## src/rtl/axi4_burst_addr_gen_if.sv

```systemverilog
// Descriptor and beat channels of the AXI4 per-beat address generator.
// slave is the generator's view; master is the address-stage/consumer view.
interface axi4_burst_addr_gen_if #(
    parameter int ADDR_WIDTH = 32,
    parameter int ID_WIDTH   = 4,
    parameter int LEN_WIDTH  = 8,
    parameter int SIZE_WIDTH = 3
);
    logic                  cmd_valid;
    logic                  cmd_ready;
    logic [ADDR_WIDTH-1:0] cmd_addr;
    logic [ID_WIDTH-1:0]   cmd_id;
    logic [LEN_WIDTH-1:0]  cmd_len;
    logic [SIZE_WIDTH-1:0] cmd_size;
    logic [1:0]            cmd_burst;

    logic                  beat_valid;
    logic                  beat_ready;
    logic [ADDR_WIDTH-1:0] beat_addr;
    logic [ID_WIDTH-1:0]   beat_id;
    logic [LEN_WIDTH-1:0]  beat_idx;
    logic                  beat_last;
    logic                  beat_err;
    logic                  busy;

    modport slave (
        input  cmd_valid, cmd_addr, cmd_id, cmd_len, cmd_size, cmd_burst, beat_ready,
        output cmd_ready, beat_valid, beat_addr, beat_id, beat_idx, beat_last, beat_err, busy
    );

    modport master (
        output cmd_valid, cmd_addr, cmd_id, cmd_len, cmd_size, cmd_burst, beat_ready,
        input  cmd_ready, beat_valid, beat_addr, beat_id, beat_idx, beat_last, beat_err, busy
    );
endinterface

```

## src/rtl/axi4_burst_addr_gen.sv

```systemverilog
// Per-beat AXI4 address generator: takes one FIXED/INCR/WRAP descriptor and emits
// one address per beat with last/error flags; illegal bursts replay the start address.
module axi4_burst_addr_gen #(
    parameter int ADDR_WIDTH = 32,
    parameter int DATA_WIDTH = 32,
    parameter int ID_WIDTH   = 4,
    parameter int LEN_WIDTH  = 8,
    parameter int SIZE_WIDTH = 3
) (
    input  logic                 clk,
    input  logic                 rst,
    axi4_burst_addr_gen_if.slave bus
);
    localparam int         MAX_SIZE    = $clog2(DATA_WIDTH / 8);
    localparam logic [1:0] BURST_INCR  = 2'b01;
    localparam logic [1:0] BURST_WRAP  = 2'b10;
    localparam logic [1:0] BURST_RSVD  = 2'b11;

    typedef enum logic {S_IDLE, S_BURST} state_e;

    state_e                state_q, state_d;
    logic [ADDR_WIDTH-1:0] addr_q, addr_d;
    logic [ADDR_WIDTH-1:0] wrap_mask_q, wrap_mask_d;
    logic [ID_WIDTH-1:0]   id_q, id_d;
    logic [LEN_WIDTH-1:0]  len_q, len_d;
    logic [LEN_WIDTH-1:0]  idx_q, idx_d;
    logic [SIZE_WIDTH-1:0] size_q, size_d;
    logic [1:0]            burst_q, burst_d;
    logic                  err_q, err_d;

    logic                  last;
    logic                  cmd_err;
    logic [ADDR_WIDTH-1:0] cmd_bytes, cmd_lo_mask;
    logic [ADDR_WIDTH:0]   span_4k;
    logic [ADDR_WIDTH-1:0] beat_bytes, incr_addr, wrap_lower, next_addr;

    // Descriptor legality, evaluated on the raw command so it can be latched at accept.
    always_comb begin
        cmd_bytes   = ADDR_WIDTH'(1) << bus.cmd_size;
        cmd_lo_mask = cmd_bytes - ADDR_WIDTH'(1);
        span_4k     = (ADDR_WIDTH+1)'(bus.cmd_addr[11:0] & ~cmd_lo_mask[11:0])
                    + (((ADDR_WIDTH+1)'(bus.cmd_len) + (ADDR_WIDTH+1)'(1)) << bus.cmd_size);
        cmd_err     = bus.cmd_size > SIZE_WIDTH'(MAX_SIZE);
        unique case (bus.cmd_burst)
            BURST_RSVD: cmd_err = 1'b1;
            BURST_WRAP: begin
                if (!(bus.cmd_len == LEN_WIDTH'(1) || bus.cmd_len == LEN_WIDTH'(3) ||
                      bus.cmd_len == LEN_WIDTH'(7) || bus.cmd_len == LEN_WIDTH'(15)))
                    cmd_err = 1'b1;
                if ((bus.cmd_addr & cmd_lo_mask) != '0)
                    cmd_err = 1'b1;
            end
            BURST_INCR: if (span_4k > (ADDR_WIDTH+1)'(4096)) cmd_err = 1'b1;
            default: ;
        endcase
    end

    // Address of the beat after the current one; erroneous and FIXED bursts hold.
    always_comb begin
        beat_bytes = ADDR_WIDTH'(1) << size_q;
        incr_addr  = addr_q + beat_bytes;
        wrap_lower = addr_q & ~wrap_mask_q;
        next_addr  = addr_q;
        if (!err_q) begin
            unique case (burst_q)
                BURST_INCR: next_addr = (addr_q & ~(beat_bytes - ADDR_WIDTH'(1))) + beat_bytes;
                BURST_WRAP: next_addr = (incr_addr == wrap_lower + wrap_mask_q + ADDR_WIDTH'(1))
                                        ? wrap_lower : incr_addr;
                default: ;
            endcase
        end
    end

    assign last = (idx_q == len_q);

    // NOTE: every always_comb output gets a default first so no path leaves it unassigned (no latch).
    always_comb begin
        state_d     = state_q;
        addr_d      = addr_q;
        wrap_mask_d = wrap_mask_q;
        id_d        = id_q;
        len_d       = len_q;
        idx_d       = idx_q;
        size_d      = size_q;
        burst_d     = burst_q;
        err_d       = err_q;
        unique case (state_q)
            S_IDLE: begin
                if (bus.cmd_valid) begin
                    state_d     = S_BURST;
                    addr_d      = bus.cmd_addr;
                    wrap_mask_d = ((ADDR_WIDTH'(bus.cmd_len) + ADDR_WIDTH'(1)) << bus.cmd_size)
                                - ADDR_WIDTH'(1);
                    id_d        = bus.cmd_id;
                    len_d       = bus.cmd_len;
                    idx_d       = '0;
                    size_d      = bus.cmd_size;
                    burst_d     = bus.cmd_burst;
                    err_d       = cmd_err;
                end
            end
            S_BURST: begin
                if (bus.beat_ready) begin
                    if (last) begin
                        state_d = S_IDLE;
                    end else begin
                        idx_d  = idx_q + LEN_WIDTH'(1);
                        addr_d = next_addr;
                    end
                end
            end
            default: state_d = S_IDLE;
        endcase
    end

    // NOTE: sequential state uses non-blocking assignments so all registers update together.
    always_ff @(posedge clk or posedge rst) begin
        if (rst) begin
            state_q     <= S_IDLE;
            addr_q      <= '0;
            wrap_mask_q <= '0;
            id_q        <= '0;
            len_q       <= '0;
            idx_q       <= '0;
            size_q      <= '0;
            burst_q     <= '0;
            err_q       <= 1'b0;
        end else begin
            state_q     <= state_d;
            addr_q      <= addr_d;
            wrap_mask_q <= wrap_mask_d;
            id_q        <= id_d;
            len_q       <= len_d;
            idx_q       <= idx_d;
            size_q      <= size_d;
            burst_q     <= burst_d;
            err_q       <= err_d;
        end
    end

    assign bus.cmd_ready  = (state_q == S_IDLE);
    assign bus.beat_valid = (state_q == S_BURST);
    assign bus.busy       = (state_q == S_BURST);
    assign bus.beat_last  = (state_q == S_BURST) && last;
    assign bus.beat_addr  = addr_q;
    assign bus.beat_id    = id_q;
    assign bus.beat_idx   = idx_q;
    assign bus.beat_err   = err_q;
endmodule

```

## src/flat_wrapper.sv

```systemverilog
// flat-port wrapper written by rule: the top's interface ports become plain ports
module axi4_burst_addr_gen_flat 
#(
    parameter int ADDR_WIDTH = 32,
    parameter int DATA_WIDTH = 32,
    parameter int ID_WIDTH   = 4,
    parameter int LEN_WIDTH  = 8,
    parameter int SIZE_WIDTH = 3
)
  (clk, rst, bus_cmd_valid, bus_cmd_addr, bus_cmd_id, bus_cmd_len, bus_cmd_size, bus_cmd_burst, bus_beat_ready, bus_cmd_ready, bus_beat_valid, bus_beat_addr, bus_beat_id, bus_beat_idx, bus_beat_last, bus_beat_err, bus_busy);
  axi4_burst_addr_gen_if #(.ADDR_WIDTH(ADDR_WIDTH), .ID_WIDTH(ID_WIDTH), .LEN_WIDTH(LEN_WIDTH), .SIZE_WIDTH(SIZE_WIDTH)) bus_i ();
  input  logic clk;
  input  logic rst;
  input wire logic [$bits(bus_i.cmd_valid)-1:0] bus_cmd_valid;
  input wire logic [$bits(bus_i.cmd_addr)-1:0] bus_cmd_addr;
  input wire logic [$bits(bus_i.cmd_id)-1:0] bus_cmd_id;
  input wire logic [$bits(bus_i.cmd_len)-1:0] bus_cmd_len;
  input wire logic [$bits(bus_i.cmd_size)-1:0] bus_cmd_size;
  input wire logic [$bits(bus_i.cmd_burst)-1:0] bus_cmd_burst;
  input wire logic [$bits(bus_i.beat_ready)-1:0] bus_beat_ready;
  output wire logic [$bits(bus_i.cmd_ready)-1:0] bus_cmd_ready;
  output wire logic [$bits(bus_i.beat_valid)-1:0] bus_beat_valid;
  output wire logic [$bits(bus_i.beat_addr)-1:0] bus_beat_addr;
  output wire logic [$bits(bus_i.beat_id)-1:0] bus_beat_id;
  output wire logic [$bits(bus_i.beat_idx)-1:0] bus_beat_idx;
  output wire logic [$bits(bus_i.beat_last)-1:0] bus_beat_last;
  output wire logic [$bits(bus_i.beat_err)-1:0] bus_beat_err;
  output wire logic [$bits(bus_i.busy)-1:0] bus_busy;
  assign bus_i.cmd_valid = bus_cmd_valid;
  assign bus_i.cmd_addr = bus_cmd_addr;
  assign bus_i.cmd_id = bus_cmd_id;
  assign bus_i.cmd_len = bus_cmd_len;
  assign bus_i.cmd_size = bus_cmd_size;
  assign bus_i.cmd_burst = bus_cmd_burst;
  assign bus_i.beat_ready = bus_beat_ready;
  assign bus_cmd_ready = bus_i.cmd_ready;
  assign bus_beat_valid = bus_i.beat_valid;
  assign bus_beat_addr = bus_i.beat_addr;
  assign bus_beat_id = bus_i.beat_id;
  assign bus_beat_idx = bus_i.beat_idx;
  assign bus_beat_last = bus_i.beat_last;
  assign bus_beat_err = bus_i.beat_err;
  assign bus_busy = bus_i.busy;
  axi4_burst_addr_gen #(.ADDR_WIDTH(ADDR_WIDTH), .DATA_WIDTH(DATA_WIDTH), .ID_WIDTH(ID_WIDTH), .LEN_WIDTH(LEN_WIDTH), .SIZE_WIDTH(SIZE_WIDTH)) u_core (.clk(clk), .rst(rst), .bus(bus_i));
endmodule
```

## config.mk

```make
export PLATFORM = sky130hd
export DESIGN_NAME = axi4_burst_addr_gen_flat
export DESIGN_NICKNAME = d
export VERILOG_FILES = /design/src/rtl/axi4_burst_addr_gen_if.sv /design/src/rtl/axi4_burst_addr_gen.sv /design/src/flat_wrapper.sv
export SDC_FILE = /design/constraint.sdc
export NUM_CORES = 1
export LEC_CHECK = 0
export ABC_CLOCK_PERIOD_IN_PS = 10900
export BUFFER_PORTS_ARGS = -buffer_cell sky130_fd_sc_hd__buf_2
export CELL_PAD_IN_SITES_DETAIL_PLACEMENT = 1
export CELL_PAD_IN_SITES_GLOBAL_PLACEMENT = 2
export CORE_ASPECT_RATIO = 0.7
export CORE_UTILIZATION = 38
export DETAILED_ROUTE_END_ITERATION = 8
export GPL_TIMING_DRIVEN = 0
export PLACE_DENSITY_LB_ADDON = 0.1
export SLEW_MARGIN = 10
export SYNTH_ARGS = -nofsm -noshare
export SYNTH_HDL_FRONTEND = slang
export SYNTH_SLANG_ARGS = --single-unit
```

## constraint.sdc

```tcl
create_clock -name clk -period 10.9 [get_ports clk]
set_clock_uncertainty 0.15 [all_clocks]
set_input_delay 1.09 -clock clk [delete_from_list [all_inputs] [get_ports clk]]
set_output_delay 1.09 -clock clk [all_outputs]
set_load 0.02 [all_outputs]
```

# Word-level counts from Yosys, hierarchy flattened
# Index checks and enable logic that the tools add are counted.
[classes]
reduce_logical = 8
n_bitwise = 8
mux = 19
eq_ne = 16
add_sub_neg = 11
n_shift = 4
magnitude_cmp = 2
[op_table]
columns = ["cell", "n"]
rows = [
  ["32-bit two-way mux", 5],
  ["32-bit case mux with 2 select lines", 2],
  ["32-bit adder", 3],
  ["32-bit AND", 3],
  ["32-bit by 1-bit subtractor with 32-bit output (second input constant)", 3],
  ["32-bit inverter", 2],
  ["1-bit by 3-bit left shift with 32-bit output (first input constant)", 2],
  ["33-bit adder", 1],
  ["12-bit by 33-bit AND with 33-bit output", 1],
  ["33-bit by 13-bit > comparator with 1-bit output (second input constant)", 1],
  ["12-bit inverter with 33-bit output", 1],
  ["33-bit by 3-bit left shift with 33-bit output", 1],
  ["32-bit by 1-bit adder with 32-bit output (second input constant)", 1],
  ["32-bit == test", 1],
  ["32-bit nonzero test", 1],
  ["32-bit by 3-bit left shift with 32-bit output", 1],
  ["8-bit two-way mux", 3],
  ["8-bit by 1-bit adder with 9-bit output (second input constant)", 2],
  ["8-bit case mux with 2 select lines", 1],
  ["8-bit by 1-bit adder with 8-bit output (second input constant)", 1],
  ["8-bit by 1-bit == test with 1-bit output (second input constant)", 1],
  ["8-bit by 2-bit == test with 1-bit output (second input constant)", 1],
  ["8-bit by 3-bit == test with 1-bit output (second input constant)", 1],
  ["8-bit by 4-bit == test with 1-bit output (second input constant)", 1],
  ["15 further kinds", 28],
]
[totals]
elab_cells = 77
out_inout_bits = 49
ff_bits = 91

# Longest topological paths before layout
[depth]
depth_word = 11
depth_mapped = 19

# Worst setup path before layout
# No wires, ideal clock.
[synth_path]
kind = "input to register"
start = "input port bus_cmd_len[4]"
end = "register u_core.err_q, in the netlist u_core.bus.beat_err"
path_stages = 16
arrival_ns = 4.223
path_slack_ns = 6.394
setup_time_ns = 0.133
t_required_ns = 10.617
cell_sequence = "clkbuf_1 and4_1 clkbuf_1 nand3_1 nor2b_1 mux4_2 o22ai_1 ha_1 nor2b_1 nand2b_1 a21oi_1 a2111oi_0 nand3_1 or3_1 o41ai_1 a21oi_1"
[synth_between]
elab_chain_cells = 7
[synth_lines]
columns = ["element", "line", "rtl"]
rows = [
  ["start, declared", "flat_wrapper.sv:17", "input wire logic [$bits(bus_i.cmd_len)-1:0] bus_cmd_len;"],
  ["branches (longest 6 deep; another with 33-bit adder)", "-", ""],
  ["1-bit case mux with 3 select lines *", "axi4_burst_addr_gen.sv:44", "unique case (bus.cmd_burst)"],
  ["end signal, assigned", "axi4_burst_addr_gen.sv:137", "err_q <= err_d;"],
  ["end, declared", "axi4_burst_addr_gen.sv:29", "logic err_q, err_d;"],
]
# Mark *: on every way between the ends.
# A chain may end at the register's enable or synchronous reset.

# Worst setup path after layout
[layout_path]
start = "register u_core.size_q[0]"
end = "register u_core.addr_q[25], in the netlist u_core.bus.beat_addr[25]"
[layout_between]
elab_chain_cells = 10
[layout_lines]
columns = ["element", "line", "rtl"]
rows = [
  ["start, declared", "axi4_burst_addr_gen.sv:27", "logic [SIZE_WIDTH-1:0] size_q, size_d;"],
  ["start signal, assigned", "axi4_burst_addr_gen.sv:135", "size_q <= size_d;"],
  ["1-bit by 3-bit left shift with 32-bit output *", "axi4_burst_addr_gen.sv:60", "beat_bytes = ADDR_WIDTH'(1) << size_q;"],
  ["32-bit by 1-bit subtractor with 32-bit output", "axi4_burst_addr_gen.sv:66", "BURST_INCR: next_addr = (addr_q & ~(beat_bytes - ADDR_WIDTH'(1))) + beat_bytes;"],
  ["32-bit inverter", "axi4_burst_addr_gen.sv:66", ""],
  ["32-bit AND", "axi4_burst_addr_gen.sv:66", ""],
  ["32-bit adder", "axi4_burst_addr_gen.sv:66", ""],
  ["32-bit case mux with 2 select lines *", "axi4_burst_addr_gen.sv:65", "unique case (burst_q)"],
  ["32-bit two-way mux *", "axi4_burst_addr_gen.sv:64", "if (!err_q) begin"],
  ["32-bit two-way mux *", "axi4_burst_addr_gen.sv:104", "if (last) begin"],
  ["32-bit two-way mux *", "axi4_burst_addr_gen.sv:103", "if (bus.beat_ready) begin"],
  ["32-bit case mux with 2 select lines *", "axi4_burst_addr_gen.sv:87", "unique case (state_q)"],
  ["end signal, assigned", "axi4_burst_addr_gen.sv:130", "addr_q <= addr_d;"],
  ["end, declared", "axi4_burst_addr_gen.sv:22", "logic [ADDR_WIDTH-1:0] addr_q, addr_d;"],
]
# Mark *: on every way between the ends. The rest lies on a longest branch, timed or not. The select of a mux whose other input is x is not followed.

==> results.py <==
metrics = {
    "power": {
        "swShare_pct": 56.3,
        "combPwrFrac_pct": 65.0,
        "p_clk_share_pct": 12.2,
        "peakVddDrop_v": 0.000138,
        "pwr_density_cell_nw_per_um2": 248,
        "p_leak_nw": 4.29,
        "p_seq_share_pct": 22.8,
        "switching_power_mw": 1.51,
        "p_total_mw": 2.68,
        "internal-power_mw": 1.17,
    },
    "cts": {
        "clockBufferDepth": 2,
        "cts_htree_levels": 3,
        "clkTransAtPathRegs_ps": 70,
        "clk_latency_ps": 380,
        "cts_tree": "yes",
        "cts.sinks": 90,
        "clock-root-buffer": "clkbuf_16",
        "cts_buffers": 9,
        "cts-resized-gates": 0,
        "cts_setup_buffers": 0,
        "cts-hold-fix-buffers": 0,
    },
    "outcome": {
        "status": "completed",
    },
    "routing": {
        "finalWirelength_um": 47300,
        "ant_nets": 0,
        "drc": 0,
        "first_iter_violations": 1212,
        "dr.pass1.iters": 5,
        "wire_per_inst_um": 27.4,
        "via_count": 10900,
        "via_per_inst": 6.34,
    },
    "global_route": {
        "grt_max_degree": 60,
        "antenna_found_initial": 5,
        "grt_pass1_vias": 10500,
        "overflow": 0,
        "grt_pass1_wl_um": 69200,
        "grt_usage_pct": 37.0,
    },
    "run": {
        "cap_violations": 0,
    },
    "sta": {
        "finalMaxSlewViolations": 0,
        "finalHoldViolCount": 0,
        "period_share_pct": 61.2,
        "max_slew.worst_pin.slew_ps": 1360,
        "setup_viol": 0,
        "rsz0062_at_grt": "false",
        "layout_setup_ws_ps": 4220,
        "min_period_ps": 6680,
        "fmax_mhz": 150,
        "tns_ps": 0,
        "hold-worst-slack_ps": 327,
        "slew_headroom_pct": 6.96,
    },
    "final_layout": {
        "instances_no_fill": 1724,
        "mostFrequentLayoutCells": "nand2_1 (154), nor2_1 (123), buf_2 (119), dfrtp_1 (90), o21ai_0 (84)",
        "nets": 1480,
        "final_area_um2": 10800,
        "fillCellCount": 3110,
        "area_growth_pct": 12.6,
        "fin_util_pct": 43.7,
        "layout-drive-gt1-share_pct": 13.0,
        "final_common_cell": "nand2_1",
    },
    "floorplan": {
        "dieArea_um2": 25900,
        "coreArea_um2": 24700,
        "fp.dieW_um": 192,
        "io_pins": 102,
        "die_h_um": 135,
        "num_rows": 48,
        "initial_utilization_pct": 38.8,
    },
    "worst_setup_path": {
        "cp.arrival_ps": 6770,
        "reg2reg_from": "u_core.size_q[0]$_DFFE_PP0P_",
        "startpoint": "u_core.size_q[0]$_DFFE_PP0P_",
        "cp-start-kind": "register",
        "critical_path_class": "register to register",
        "critPathMaxFanout": 10,
        "cp.required_ps": 10990,
        "endpoint_kind": "register",
    },
    "yosys": {
        "synth_simple_gate_area_share_pct": 29.2,
        "ys.flop_type": "dfrtp_1",
        "synth_top_family_by_area": "simple AND/OR/NAND/NOR gates",
        "syn_area_um2": 9580,
        "async_flop_share_pct": 100,
        "syn_area_per_cell_um2": 7.46,
        "ys_ff_latch": 90,
        "synthDistinctLibCells": 88,
        "synthAdderAreaFrac_pct": 4.73,
        "netlist_instances": 1284,
        "synth_edf_count": 0,
        "syn_nets": 1372,
        "synthXorXnorAreaFrac_pct": 10.4,
        "ys_seq_area_share_pct": 23.5,
        "muxShareOfSynthArea_pct": 2.06,
        "yosys_warnings": 0,
        "synth_compound_area_share_pct": 23.8,
    },
    "placement": {
        "placedCellCount": 1706,
        "dpl.hpwl_um": 36800,
        "pre_cts_ws_ps": 4530,
        "placed_area_um2": 10500,
        "place_congestion": 0.977,
        "portBuffers": 96,
    },
    "min_path": {
        "min-delay-path-class": "register to register",
        "hold_start": "u_core.bus.beat_id[2]$_DFFE_PP0P_",
    },
}
## state kept, by name, summed over array words and instances, names as in the netlist
name	cells
u_core.bus.beat_addr	32
u_core.len_q	8
u_core.size_q	3
u_core.bus.beat_err	1
u_core.bus.beat_id	4
u_core.bus.beat_valid	1
u_core.bus.beat_idx	8
u_core.burst_q	2
u_core.wrap_mask_q	31
## power groups by stage
stage	registers (mW)	clock network, mW	logic [mW]
after detailed placement	0.606	0	1.67
after global routing	0.618	0.340	1.84
after CTS	0.602	0.332	1.68
after floorplan	0.615	0	1.05
after global placement	0.604	0	1.65
final	0.610	0.327	1.74
## synth_stat cells, types with 5 or more instances
| cell | instances | share of area (%) |
|---|---|---|
| a211oi_1 | 9 | 0.70 |
| a21boi_0 | 10 | 0.78 |
| a21oi_1 | 55 | 2.9 |
| a311o_1 | 5 | 0.52 |
| a311oi_1 | 5 | 0.46 |
| a31oi_1 | 20 | 1.3 |
| a41oi_1 | 6 | 0.55 |
| and2_1 | 12 | 0.78 |
| and3_1 | 12 | 0.78 |
| buf_2 | 23 | 1.2 |
| buf_4 | 5 | 0.39 |
| clkbuf_1 | 65 | 2.5 |
| dfrtp_1 | 90 | 23 |
| ha_1 | 33 | 4.3 |
| inv_1 | 45 | 1.8 |
| mux2i_1 | 13 | 1.4 |
| nand2_1 | 154 | 6.0 |
| nand2b_1 | 18 | 1.2 |
| nand3_1 | 44 | 2.3 |
| nand3b_1 | 10 | 0.78 |
| nand4_1 | 29 | 1.9 |
| nor2_1 | 123 | 4.8 |
| nor2b_1 | 26 | 1.7 |
| nor3_1 | 36 | 1.9 |
| nor3b_1 | 8 | 0.63 |
| nor4_1 | 15 | 0.98 |
| o2111ai_1 | 6 | 0.55 |
| o211ai_1 | 16 | 1.3 |
| o21a_1 | 11 | 0.86 |
| o21ai_0 | 84 | 4.4 |
| o21ai_1 | 6 | 0.31 |
| o221ai_1 | 9 | 0.82 |
| o22ai_1 | 20 | 1.3 |
| o31a_1 | 6 | 0.55 |
| o31ai_1 | 19 | 1.5 |
| or2_2 | 8 | 0.52 |
| or3_1 | 27 | 1.8 |
| xnor2_1 | 81 | 7.4 |
| xor2_1 | 23 | 2.1 |
## critical path, stage by stage (launching register included)
cell and delay (ps):
dfrtp_1 320, clkbuf_1 290, clkbuf_1 440, nor3_1 150
ha_1 300, fa_1 430, a211oi_1 320, o31ai_1 270
o21ai_1 890, nor3_1 200, xnor2_1 280, xnor2_1 160
nor4_4 790, clkbuf_1 710, nand4_1 340, a211oi_1 400
nor3_1 70
## final timing paths
path	endpoint	slack [ps]	cells after the start
max	u_core.bus.beat_addr[25]$_DFFE_PP0P_	4220	16
min	u_core.bus.beat_id[2]$_DFFE_PP0P_	330	2
max reg2reg	u_core.bus.beat_addr[25]$_DFFE_PP0P_	4220	16
min reg2reg	u_core.bus.beat_id[2]$_DFFE_PP0P_	330	2
max in group asynchronous	u_core.bus.beat_addr[28]$_DFFE_PP0P_	9290	3
min in group asynchronous	u_core.size_q[0]$_DFFE_PP0P_	610	2
## per-layer routing
layer	vias up	track usage, %	routed length [µm]
li1	4861	-	-
met1	5435	55.4	22300
met2	585	48.6	18000
met3	55	13.9	6100
met4	0	9.17	943
met5	-	0	0
## logic make-up after synthesis
family,after synthesis
AO/OA/AOI/OAI,338
AND/OR/NAND/NOR,549
flip-flops,90
multiplexers,18
buffers and inverters,146
XOR/XNOR,108
adder cells (fa/ha/maj),35
## cell type report
| cell class | count | area (µm²) | area share, % |
|---|---|---|---|
| antenna | 2 | 5.00 | 0.0464 |
| sequential | 90 | 2250 | 20.9 |
| timing repair buffer | 97 | 508 | 4.71 |
| clock buffer | 12 | 256 | 2.38 |
| clock inverter | 4 | 32.5 | 0.301 |
| buffer | 98 | 423 | 3.92 |
| inverter | 48 | 183 | 1.69 |
| tap | 325 | 407 | 3.77 |
| multi-input combinational | 1048 | 6730 | 62.3 |
Power figures use the tool's default switching activity.
